$ cat src/rtl/seq_mult_param.sv
// Shift-and-add sequential multiplier, unsigned or sign-magnitude signed.
// One product bit per cycle; the result is registered and held until the next multiply finishes.
//
// state | meaning
// IDLE  | waiting for start_i; operands latched on acceptance
// CALC  | one add/shift iteration per cycle, WIDTH iterations
// FIN   | apply sign, register product, pulse done_o
module seq_mult_param #(
  parameter int WIDTH = 8
) (
  input  logic               clk_i,
  input  logic               rst_ni,
  input  logic               start_i,
  input  logic               signed_i,
  input  logic               clear_i,
  input  logic [WIDTH-1:0]   M_i,
  input  logic [WIDTH-1:0]   N_i,
  output logic [2*WIDTH-1:0] result_o,
  output logic               busy_o,
  output logic               done_o
);

  localparam int CW = $clog2(WIDTH + 1);

  typedef enum logic [1:0] {
    IDLE = 2'd0,
    CALC = 2'd1,
    FIN  = 2'd2
  } state_t;

  state_t state_q, state_d;

  logic [WIDTH-1:0]   mcnd_q;
  logic [WIDTH-1:0]   mplr_q;
  logic [WIDTH-1:0]   acc_q;
  logic               neg_q;
  logic [CW-1:0]      cnt_q;
  logic [WIDTH-1:0]   m_mag;
  logic [WIDTH-1:0]   n_mag;
  logic [WIDTH-1:0]   addend;
  logic [WIDTH:0]     sum;
  logic [2*WIDTH-1:0] prod;
  logic               accept;
  logic               last_iter;

  // done_o is registered on the FIN exit edge, so the pulse cycle is already IDLE;
  // it still counts as busy and must not accept a new start.
  assign accept    = (state_q == IDLE) && start_i && !done_o && !clear_i;
  assign last_iter = (cnt_q == CW'(WIDTH - 1));
  assign busy_o    = (state_q != IDLE) || done_o;

  // Two's-complement negation of the most negative value yields 2^(WIDTH-1) as unsigned.
  assign m_mag = (signed_i && M_i[WIDTH-1]) ? -M_i : M_i;
  assign n_mag = (signed_i && N_i[WIDTH-1]) ? -N_i : N_i;

  assign addend = mplr_q[0] ? mcnd_q : '0;
  assign sum    = {1'b0, acc_q} + {1'b0, addend};
  assign prod   = {acc_q, mplr_q};

  always_ff @(posedge clk_i or negedge rst_ni) begin
    if (!rst_ni) begin
      state_q <= IDLE;
    end else begin
      state_q <= state_d;
    end
  end

  always_comb begin
    state_d = state_q;
    case (state_q)
      IDLE:    if (accept) state_d = CALC;
      CALC:    if (last_iter) state_d = FIN;
      FIN:     state_d = IDLE;
      default: state_d = IDLE;
    endcase
    if (clear_i) state_d = IDLE;
  end

  always_ff @(posedge clk_i or negedge rst_ni) begin
    if (!rst_ni) begin
      mcnd_q   <= '0;
      mplr_q   <= '0;
      acc_q    <= '0;
      neg_q    <= 1'b0;
      cnt_q    <= '0;
      result_o <= '0;
      done_o   <= 1'b0;
    end else begin
      done_o <= 1'b0;
      if (accept) begin
        mcnd_q <= m_mag;
        mplr_q <= n_mag;
        acc_q  <= '0;
        cnt_q  <= '0;
        neg_q  <= signed_i & (M_i[WIDTH-1] ^ N_i[WIDTH-1]);
      end else if ((state_q == CALC) && !clear_i) begin
        acc_q  <= sum[WIDTH:1];
        mplr_q <= {sum[0], mplr_q[WIDTH-1:1]};
        cnt_q  <= cnt_q + CW'(1);
      end else if ((state_q == FIN) && !clear_i) begin
        result_o <= neg_q ? -prod : prod;
        done_o   <= 1'b1;
      end
    end
  end

endmodule

$ cat config.mk
export PLATFORM = sky130hd
export DESIGN_NAME = seq_mult_param
export DESIGN_NICKNAME = d
export VERILOG_FILES = /design/src/rtl/seq_mult_param.sv
export SDC_FILE = /design/constraint.sdc
export NUM_CORES = 1
export LEC_CHECK = 0
export BUFFER_PORTS_ARGS = -buffer_cell sky130_fd_sc_hd__buf_2
export CAP_MARGIN = 15
export CORE_MARGIN = 5
export CORE_UTILIZATION = 50
export DETAILED_ROUTE_END_ITERATION = 8
export PLACE_DENSITY_LB_ADDON = 0.2
export RECOVER_POWER = 25
export SLEW_MARGIN = 20
export SYNTH_ARGS = -nofsm -noshare
export SYNTH_HDL_FRONTEND = slang
export SYNTH_SLANG_ARGS = --single-unit
$ cat constraint.sdc
create_clock -name clk_i -period 3.1 [get_ports clk_i]
set_clock_uncertainty 0.2 [all_clocks]
set_input_delay 0.62 -clock clk_i [delete_from_list [all_inputs] [get_ports clk_i]]
set_output_delay 0.62 -clock clk_i [all_outputs]
set_load 0.05 [all_outputs]
# Yosys cells after proc, flatten, opt, wreduce, memory -nomap -nowiden
# Index checks and enable logic that the tools add are counted.
op_classes:
  n_eq_ne: 5
  muxes: 17
  bitwise_logic: 4
  n_addsub: 5
  reduce_logical: 15
op_table:
  columns: ["cell", "n"]
  rows:
  - ["2-to-1 mux 8 bit", 7]
  - ["2-to-1 mux 16 bit", 1]
  - ["negator 16 bit", 1]
  - ["negator 8 bit", 2]
  - ["adder 8 x 8 -> 9 bit", 1]
  - ["2-to-1 mux 4 bit", 2]
  - ["logical AND 1 bit", 7]
  - ["2-to-1 mux 2 bit", 3]
  - ["!= test 3 bit, second input constant", 2]
  - ["adder 4 x 1 -> 4 bit, second input constant", 1]
  - ["equality test 4 x 3 -> 1 bit, second input constant", 1]
  - ["case mux 2 bit (2 select lines)", 1]
  - ["nonzero test 2 bit", 2]
  - ["2-to-1 mux 1 bit", 3]
  - ["AND reduction 3 bit", 1]
  - ["equality test 2 x 1 -> 1 bit, second input constant", 1]
  - ["equality test 2 bit, second input constant", 1]
  - ["zero test 1 bit", 2]
  - ["zero test 2 bit", 1]
  - ["NOT 1 bit", 2]
  - ["AND reduction 2 bit", 1]
  - ["bitwise AND 1 bit", 1]
  - ["logical OR 1 bit", 1]
  - ["XOR 1 bit", 1]
word_totals:
  wordCells: 54
  inputBits: 21
  regBits: 48
  out_inout_bits: 18

# Logic depth before layout (Yosys ltp)
# Gate-level depths: netlist of run 1.
depth:
  depth_word: 7
  mapped_depth: 9
  ltp_nobuf: 8

# Least setup slack after synthesis of run 1
# OpenSTA, ideal clock, no wires.
synth_path:
  kind: "reg-to-reg"
  from: "reg mplr_q[0]"
  to: "reg acc_q[5]"
  n_path_buf: 1
  arrival_time_ns: 2.022
  synth_period_minus_slack_ns: 2.357
  required_time_ns: 2.765
  stages_incl_launch_ff: 10
  slack_ns: 0.743
  cell_sequence: "dfrtp_1 clkbuf_1 and2_1 ha_1 fa_1 a211oi_1 o21bai_1 a21oi_1 xor2_1 o21ai_0"
synth_via:
  elab_chain_cells: 4
synth_lines:
  columns: ["item", "line_no", "rtl"]
  rows:
  - ["start, declared", "34", "logic [WIDTH-1:0] mplr_q;"]
  - ["start signal, assigned", "92", "mplr_q <= n_mag;"]
  - ["start signal, assigned", "98", "mplr_q <= {sum[0], mplr_q[WIDTH-1:1]};"]
  - ["2-to-1 mux 8 bit", "56", "assign addend = mplr_q[0] ? mcnd_q : '0;"]
  - ["adder 8 x 8 -> 9 bit", "57", "assign sum = {1'b0, acc_q} + {1'b0, addend};"]
  - ["2-to-1 mux 8 bit", "96", "end else if ((state_q == CALC) && !clear_i) begin"]
  - ["2-to-1 mux 8 bit", "90", "if (accept) begin"]
  - ["end signal, assigned", "97", "acc_q <= sum[WIDTH:1];"]
  - ["end, declared", "35", "logic [WIDTH-1:0] acc_q;"]
# No other way between the ends. The select of a mux whose other input is x is not followed.
# A chain may end at the register's enable or synchronous reset.

# Worst setup path after layout of run 1
# Same ends and word-level chain as after synthesis.

==> results of run 1 <==
[worst reg2reg max path, stage by stage, from the launching register on]
cell and delay (ps):
dfrtp_1 480, and2_1 190, ha_1 230, fa_1 430
a211oi_1 280, o21bai_1 150, a21oi_1 190, xor2_1 160
o21ai_0 90
[layout by cell type, fill, tap and decap left out, types with 2 or more instances in the layout]
cell,Yosys,layout
nand2_1,50,50
dfrtp_1,48,48
o21ai_0,37,37
buf_2,0,37
xor2_1,20,20
nor2_1,14,14
nand3_1,12,12
ha_1,12,12
xnor2_1,11,11
a21oi_1,10,10
inv_1,9,9
and2_1,9,9
clkbuf_8,0,6
or3_1,5,5
o21ai_1,5,5
a22oi_1,5,5
o31ai_1,4,4
a31oi_1,4,4
a211oi_1,3,3
nor3_1,3,3
o41ai_1,3,3
o211ai_1,2,2
o21a_1,2,2
a21o_1,2,2
mux2i_1,2,2
clkbuf_1,13,2
buf_4,0,2
[registers in the layout, summed over array words and instances (netlist names)]
register,cells
mcnd_q,8
mplr_q,8
neg_q,1
cnt_q,4
result_o,16
done_o,1
acc_q,8
state_q,2
[metrics by stage]
step / hold slack (ps) / total power, uW / cell area, um^2
after floorplan: 124 / 1690 / 2750
after global placement: 258 / 1900 / 3000
after detailed placement: 265 / 1920 / 3000
after CTS: 68.3 / 2300 / 3090
after global routing: 305 / 2450 / 3090
final: 279 / 2270 / 3090
[power groups by stage]
| stage | sequential (uW) | clock [uW] | combinational, uW |
|---|---|---|---|
| 2_1_floorplan | 1220 | 0 | 465 |
| 3_3_place_gp | 967 | 0 | 933 |
| 3_5_place_dp | 977 | 0 | 947 |
| 4_1_cts | 964 | 389 | 952 |
| 5_1_grt | 994 | 419 | 1040 |
| 6_report | 961 | 374 | 937 |
[worst paths after layout]
| path | endpoint | cells past startpoint |
|---|---|---|
| hold / removal | done_o | 1 |
| setup / recovery | acc_q[5] | 8 |
| hold reg to reg | mcnd_q[1] | 2 |
| min in group clk_i | mcnd_q[1] | 2 |
| setup reg to reg | acc_q[5] | 8 |
| max in group asynchronous | mplr_q[4] | 2 |
[layer usage]
metal	part of all wire (%)	GRT usage (%)	vias to the layer above	wire length (um)
met5	0	0	-	0
met4	1.2	3.95	0	63
met1	49	21.2	986	2600
met2	45	25.8	40	2400
li1	-	-	1129	-
met3	4.8	4.12	5	256
[final cells by class]
| cell class | instances | area share [%] |
|---|---|---|
| tap | 72 | 2.92 |
| clock inverter | 1 | 0.243 |
| sequential | 48 | 38.9 |
| inverter | 9 | 1.09 |
| multi-input combinational | 232 | 47.3 |
| timing repair buffer | 41 | 6.76 |
| clock buffer | 7 | 2.79 |
[cells by family (layout without fill, tap and decap cells)]
family | Yosys count | count (layout) | synth area share (%)
AND/OR/NAND/NOR | 104 | 104 | 18.0
AO/OA/AOI/OAI | 82 | 82 | 18.3
flip-flops | 48 | 48 | 43.7
XOR/XNOR | 31 | 31 | 9.88
buffers and inverters | 23 | 58 | 3.14
adder cells (fa/ha/maj) | 13 | 13 | 6.19
multiplexers | 2 | 2 | 0.728
==> impl_table.tex, run 1 <==
\begin{tabular}{lr}
\hline
Metric & Value \\
\hline
\multicolumn{2}{l}{\textbf{Global routing}} \\
\quad Via count of the first global-routing pass & just over 2,000 \\
\quad Antenna violations before repair & 0 \\
\quad Remaining Overflow, GRT & 0 \\
\quad Pin count of the biggest net entering global routing & 34 \\
\quad Total routing usage reported by global routing & 15.9\% \\
\quad Wire length of the first global-routing pass & $\sim$9300 um \\
\multicolumn{2}{l}{\textbf{Drt}} \\
\quad Remaining antenna violation count & 0 \\
\quad Number of detailed-route iterations in the first pass & 4 \\
\quad Wire length reported by the detailed router & approximately 5300 um \\
\quad Routed wire per std cell & approximately 13 um \\
\quad Vias/cell & around 5.3 \\
\quad First DRT Iteration DRCs & 67 \\
\quad Routed vias & between 2,000 and 2,500 \\
\quad DRC violations left & 0 \\
\multicolumn{2}{l}{\textbf{Synth}} \\
\quad Post-Synthesis Mean Instance Area & slightly above 9 um\^{}2 \\
\quad Unique masters post-synth & between 40 and 50 \\
\quad Top\_reg\_cell synth & dfrtp\_1 \\
\quad Ys async rst share & between 90\% and 100\% \\
\quad Area fraction of the dominant cell type after synthesis & about 44\% \\
\quad Number of enable-type register cells in the synthesized netlist & 0 \\
\quad Synthesized netlist cell count & between 300 and 400 \\
\quad Sequential cell area fraction in the yosys report & a little over two fifths \\
\quad Synth cell count leaders & nand2\_1 (50), dfrtp\_1 (48), o21ai\_0 (37) \\
\quad Synthesized Nets & approximately 340 \\
\quad Synthesized cell area & $\sim$2700 um\^{}2 \\
\quad Cell with the most instances after synthesis & nand2\_1 \\
\quad Warning count from the yosys run & 0 \\
\quad Largest area contributor in the synthesized netlist & dfrtp\_1 \\
\quad Cell types with the largest area share after synthesis & dfrtp\_1 (44\%), nand2\_1 (6.8\%), o21ai\_0 (6.7\%) \\
\quad Post-synthesis sequential element count & 48 \\
\multicolumn{2}{l}{\textbf{Timing}} \\
\quad Maximum achievable frequency & approximately 400 MHz \\
\quad Slew of the pin with the lowest slew margin & just over 1000 ps \\
\quad Final period demand of the worst path & around 2500 ps \\
\quad Count of endpoints failing hold in the final timing report & 0 \\
\quad Final number of setup-violating endpoints & 0 \\
\quad Slew headroom & between 30\% and 40\% \\
\quad Summed negative setup slack over all endpoints & 0 ps \\
\quad Share of the clock period used by the worst path & 81.6\% \\
\quad Setup repair after global routing missed its margin & no \\
\quad Final setup slack of the worst path & about 570 ps \\
\quad Count of pins over their slew limit & 0 \\
\multicolumn{2}{l}{\textbf{Cells and area}} \\
\quad Multi-input gate area & roughly 1500 um\^{}2 \\
\quad Count of nets after finishing & between 300 and 400 \\
\quad Fillers & between 500 and 600 \\
\quad Number of diodes & 0 \\
\quad Final core utilization & roughly 57\% \\
\quad Area used by sequential logic in the layout & about 1200 um\^{}2 \\
\quad Non-filler instance count after layout & 410 \\
\quad Layout cell share with drive strength beyond 1 & between 10\% and 20\% \\
\quad Synthesis-to-layout area growth & 12.4\% \\
\multicolumn{2}{l}{\textbf{Power}} \\
\quad Seq pwr share & 42.3\% \\
\quad Switching component of the power & just under 1000 uW \\
\quad Combinational power share & $\sim$41\% \\
\quad Switching share of total power & between 40\% and 50\% \\
\quad Peak supply drop & roughly 0.35 mV \\
\quad Leakage power & $\sim$0.0015 uW \\
\quad P per Cell Area & roughly 740 nW/um\^{}2 \\
\quad Clock group share of total power & 16.5\% \\
\quad P\_int & approximately 1300 uW \\
\multicolumn{2}{l}{\textbf{Worst setup path}} \\
\quad Slowest library cell on the worst path & dfrtp\_1 \\
\quad WP data arrival & 2490 ps \\
\quad R2R setup slack & 570 ps \\
\quad Worst Setup SP & mplr\_q[0] \\
\quad Launch instance of the worst register-to-register path & mplr\_q[0] \\
\quad Worst path required time & 3060 ps \\
\quad Element type at the critical path end & register \\
\quad Critical setup path kind & reg2reg \\
\quad Critical path startpoint category & register \\
\quad Max stage delay on crit path & approximately 480 ps \\
\quad Combined buffer and inverter count along the critical path & 0 \\
\quad CP cell instances & and2\_1 -> ha\_1 -> fa\_1 -> a211oi\_1 -> o21bai\_1 -> a21oi\_1 -> xor2\_1 -> o21ai\_0 \\
\quad Worst Path Max Fanout & 12 \\
\quad Critical path's top delay family & compound AO/OA/AOI/OAI gates \\
\multicolumn{2}{l}{\textbf{Die}} \\
\quad Boundary Pins & 39 \\
\quad Initial standard-cell utilization of the core & 50.5\% \\
\quad Overall die area & approximately 7100 um\^{}2 \\
\quad Area of the core & 5440 um\^{}2 \\
\quad Die span in x & between 80 and 90 um \\
\quad Die span in y & 84.1 um \\
\quad Site Rows & 27 \\
\multicolumn{2}{l}{\textbf{Placed design}} \\
\quad IO buf count & 38 \\
\quad Detailed-placement wirelength estimate & $\sim$4100 um \\
\quad Placed Cells incl. Taps & approximately 400 \\
\quad Pre-CTS WS & 628 ps \\
\quad Placer's final routability congestion estimate & between 0.7 and 0.8 \\
\multicolumn{2}{l}{\textbf{Clocking}} \\
\quad Clk Tree Root Cell & clkbuf\_8 \\
\quad Post-cts resize count & 0 \\
\quad \# hold bufs at CTS & 0 \\
\quad Number of sinks on the clock net & 48 \\
\quad Number of buffers on the longest clock path & 2 \\
\quad Number of setup buffers added after CTS & 0 \\
\quad Clock transition at path regs & approximately 80 ps \\
\quad Clock tree from TritonCTS & done \\
\quad H-tree levels & 2 \\
\quad Insertion delay to the later sink of the worst-skew pair & just under 300 ps \\
\quad Num CTS Buffers & 5 \\
\multicolumn{2}{l}{\textbf{Outcome}} \\
\quad Result of the run & complete, no violations \\
\multicolumn{2}{l}{\textbf{Job}} \\
\quad Max-cap violations & 0 \\
\multicolumn{2}{l}{\textbf{Worst hold path}} \\
\quad Class of the worst hold path & in2async \\
\hline
\end{tabular}
Power figures use the tool's default switching activity.
==> inputs of run 2 (changes only) <==
- clock period: 3.1 -> 2.1 ns (I/O delays scaled with it)
==> run 2 against run 1 <==
Net effect: the run now ends with negative setup slack left; global-route usage rose by 1.3 points; fmax rose by 14%; final cell count rose by 6.6%; register-to-register slack got worse by 700 ps.
==> impl_table.tex, run 2 (synthesized netlist as in run 1, its figures left out) <==
\begin{tabular}{lr}
\hline
Metric & Value \\
\hline
\multicolumn{2}{l}{\textbf{Outcome}} \\
\quad Result of the run & finished with violations \\
\quad Violated checks & negative setup slack \\
\multicolumn{2}{l}{\textbf{Cells and area}} \\
\quad Layout cell share with drive strength beyond 1 & 27.1\% (+12 points) \\
\quad Final core utilization & 63.2\% (+6.4 points) \\
\quad Number of diodes & 0 (unchanged) \\
\quad Number of flip-flops under the largest register name & 16 (unchanged) \\
\quad Synthesis-to-layout area growth & 25.1\% \\
\quad Final std cell area, no fill & 3440 um\^{}2 (+11\%) \\
\quad Most frequent standard cell in the layout excluding fill and tap cells & nand2\_1 \\
\quad Most frequent cells in the layout & nand2\_1 (50), dfrtp\_1 (47), buf\_2 (37) \\
\quad Fillers & 473 (-6.0\%) \\
\quad Count of nets after finishing & 398 (+7.3\%) \\
\quad Largest register by flop count & result\_o \\
\multicolumn{2}{l}{\textbf{Placed design}} \\
\quad Detailed-placement wirelength estimate & 4500 um (+10\%) \\
\quad Placer's final routability congestion estimate & 0.787 (+2.6\%) \\
\quad Placement-stage cell area & 3270 um\^{}2 (+8.9\%) \\
\quad IO buf count & 38 (unchanged) \\
\multicolumn{2}{l}{\textbf{Power}} \\
\quad P per Cell Area & 1090 nW/um\^{}2 (+48\%) \\
\quad Peak supply drop & 0.527 mV (+49\%) \\
\quad Seq pwr share & 37.0\% (-5.3 points) \\
\quad P\_int & 2130 uW (+65\%) \\
\quad Combinational power share & 47.2\% (+6.0 points) \\
\quad Switching component of the power & 1600 uW (+63\%) \\
\quad Leakage power & 0.00162 uW (+9.5\%) \\
\quad Clock group share of total power & 15.8\% (-0.7 points) \\
\quad Switching share of total power & 42.8\% (-0.20 points) \\
\quad Power consumption & 3730 uW (+64\%) \\
\multicolumn{2}{l}{\textbf{Timing}} \\
\quad Slew of the pin with the lowest slew margin & 1090 ps (+54.5 ps) \\
\quad Setup repair after global routing missed its margin & yes \\
\quad Final period demand of the worst path & 2230 ps (-302 ps) \\
\quad Count of endpoints failing hold in the final timing report & 0 (unchanged) \\
\quad Post-Route Hold Slack & 195 ps (-83.5 ps) \\
\quad Maximum achievable frequency & 449 MHz (+14\%) \\
\quad Share of the clock period used by the worst path & 106\% (+24 points) \\
\quad Final number of setup-violating endpoints & 5 (+5) \\
\quad Slew headroom & 27.5\% (-3.6 points) \\
\quad Final setup slack of the worst path & -128 ps (-698 ps) \\
\quad Count of pins over their slew limit & 0 (unchanged) \\
\multicolumn{2}{l}{\textbf{Drt}} \\
\quad Remaining antenna violation count & 0 (unchanged) \\
\quad Wire length reported by the detailed router & 5790 um (+8.9\%) \\
\quad Routed wire per std cell & 13.3 um (+2.1\%) \\
\quad DRC violations left & 0 (unchanged) \\
\quad Routed vias & 2,306 (+6.8\%) \\
\quad Number of detailed-route iterations in the first pass & 4 (unchanged) \\
\quad First DRT Iteration DRCs & 75 (+12\%) \\
\quad Vias/cell & 5.28 (+0.16\%) \\
\multicolumn{2}{l}{\textbf{Die}} \\
\quad Site Rows & 27 (unchanged) \\
\quad Die span in y & 84.1 um (unchanged) \\
\quad Die span in x & 84.1 um (unchanged) \\
\quad Overall die area & 7080 um\^{}2 (unchanged) \\
\quad Area of the core & 5440 um\^{}2 (unchanged) \\
\quad Boundary Pins & 39 (unchanged) \\
\quad Initial standard-cell utilization of the core & 50.5\% (unchanged) \\
\multicolumn{2}{l}{\textbf{Worst setup path}} \\
\quad Critical setup path kind & reg2reg \\
\quad Element type at the critical path end & register \\
\quad WP data arrival & 2220 ps (-270 ps) \\
\quad Critical path startpoint category & register \\
\quad FF-to-FF path depth & 7 (-1) \\
\quad Worst Path Max Fanout & 7 (-5) \\
\quad Worst path required time & 2100 ps (-960 ps) \\
\multicolumn{2}{l}{\textbf{Global routing}} \\
\quad Wire length of the first global-routing pass & 10,200 um (+9.3\%) \\
\quad Via count of the first global-routing pass & 2,336 (+15\%) \\
\quad Antenna violations before repair & 0 (unchanged) \\
\quad Pin count of the biggest net entering global routing & 34 (unchanged) \\
\quad Total routing usage reported by global routing & 17.2\% (+1.3 points) \\
\quad Remaining Overflow, GRT & 0 (unchanged) \\
\multicolumn{2}{l}{\textbf{Clocking}} \\
\quad H-tree levels & 2 (unchanged) \\
\quad Insertion delay to the later sink of the worst-skew pair & 300 ps (about the same) \\
\quad Clk Tree Root Cell & clkbuf\_8 \\
\quad Clock transition at path regs & 90 ps (about the same) \\
\quad Number of sinks on the clock net & 48 (unchanged) \\
\quad Clock tree from TritonCTS & done \\
\quad Number of buffers on the longest clock path & 2 (unchanged) \\
\quad Num CTS Buffers & 5 (unchanged) \\
\multicolumn{2}{l}{\textbf{Worst hold path}} \\
\quad Worst hold path stage count & 3 \\
\quad Class of the worst hold path & in2reg \\
\multicolumn{2}{l}{\textbf{Job}} \\
\quad Max-cap violations & 0 (unchanged) \\
\hline
\end{tabular}
## run 2: cell types whose count changed in the layout (fill, tap and decap cells not counted), moves of 3 or more
cell / previous run / this run
o21ai_0: 37 / 34
ha_4: 0 / 4
a211oi_2: 0 / 3
ha_1: 12 / 7
buf_4: 2 / 26
a211oi_1: 3 / 0
## run 2: worst max-delay path: stages, from the launching register on
cell and delay, ps:
dfrtp_2 450, buf_4 170, and2_1 150, ha_1 290
o21a_1 200, o21a_1 130, or3_1 300, a32o_1 240
## run 2: power by group through the flow
stage | combinational [uW] | sequential [uW] | clock [uW]
after floorplan | 739 | 1820 | 0
after global routing | 1940 | 1430 | 641
after CTS | 1730 | 1380 | 605
after global placement | 1670 | 1380 | 0
final | 1760 | 1380 | 591
after detailed placement | 1710 | 1400 | 0
## run 2: repair_timing
item / 4_1_cts / 5_1_grt
endpoints found under the hold margin: 20 / 0
gates resized for setup: 4 / 12
hold buffers: 1 / 0
setup buffers: 0 / 1
setup endpoints to repair: 6 / 12
pin swaps: 3 / 4
## run 2: metrics by stage
stage,setup WS (ps),cells,TNS (ps)
after global routing,-230,437,-976
after detailed placement,-155,427,-410
final,-128,437,-308
after floorplan,-103,303,-262
after CTS,-137,436,-294
after global placement,-74.2,427,-157
## run 2: path summary, 6_finish.rpt
kind | startpoint | to | slack [ps]
worst max-delay path | mplr_q[0] | acc_q[6] | -130
worst min-delay path | start_i | state_q[0] | 200
worst max register to register | mplr_q[0] | acc_q[6] | -130
worst min register to register | mcnd_q[3] | mcnd_q[3] | 280
max in group asynchronous | rst_ni | mplr_q[0] | 240
min in group asynchronous | rst_ni | mplr_q[3] | 630
## run 2: layout make-up
class,count,area (um^2),area share (%)
Clock inverter,2,15.0,0.437
Multi-Input combinational cell,232,1580,46.1
Inverter,9,33.8,0.983
Timing Repair Buffer,68,430,12.5
Tap cell,72,90.1,2.62
Sequential cell,48,1200,35.0
Clock buffer,6,82.6,2.40
## run 2: metal layers
metal / global-route usage [%] / vias up / part of all wire [%]
li1: - / 1189 / -
met1: 21.6 / 1075 / 46
met2: 29.8 / 37 / 48
met3: 4.02 / 5 / 4.3
met4: 4.53 / 0 / 1.1
met5: 0 / - / 0
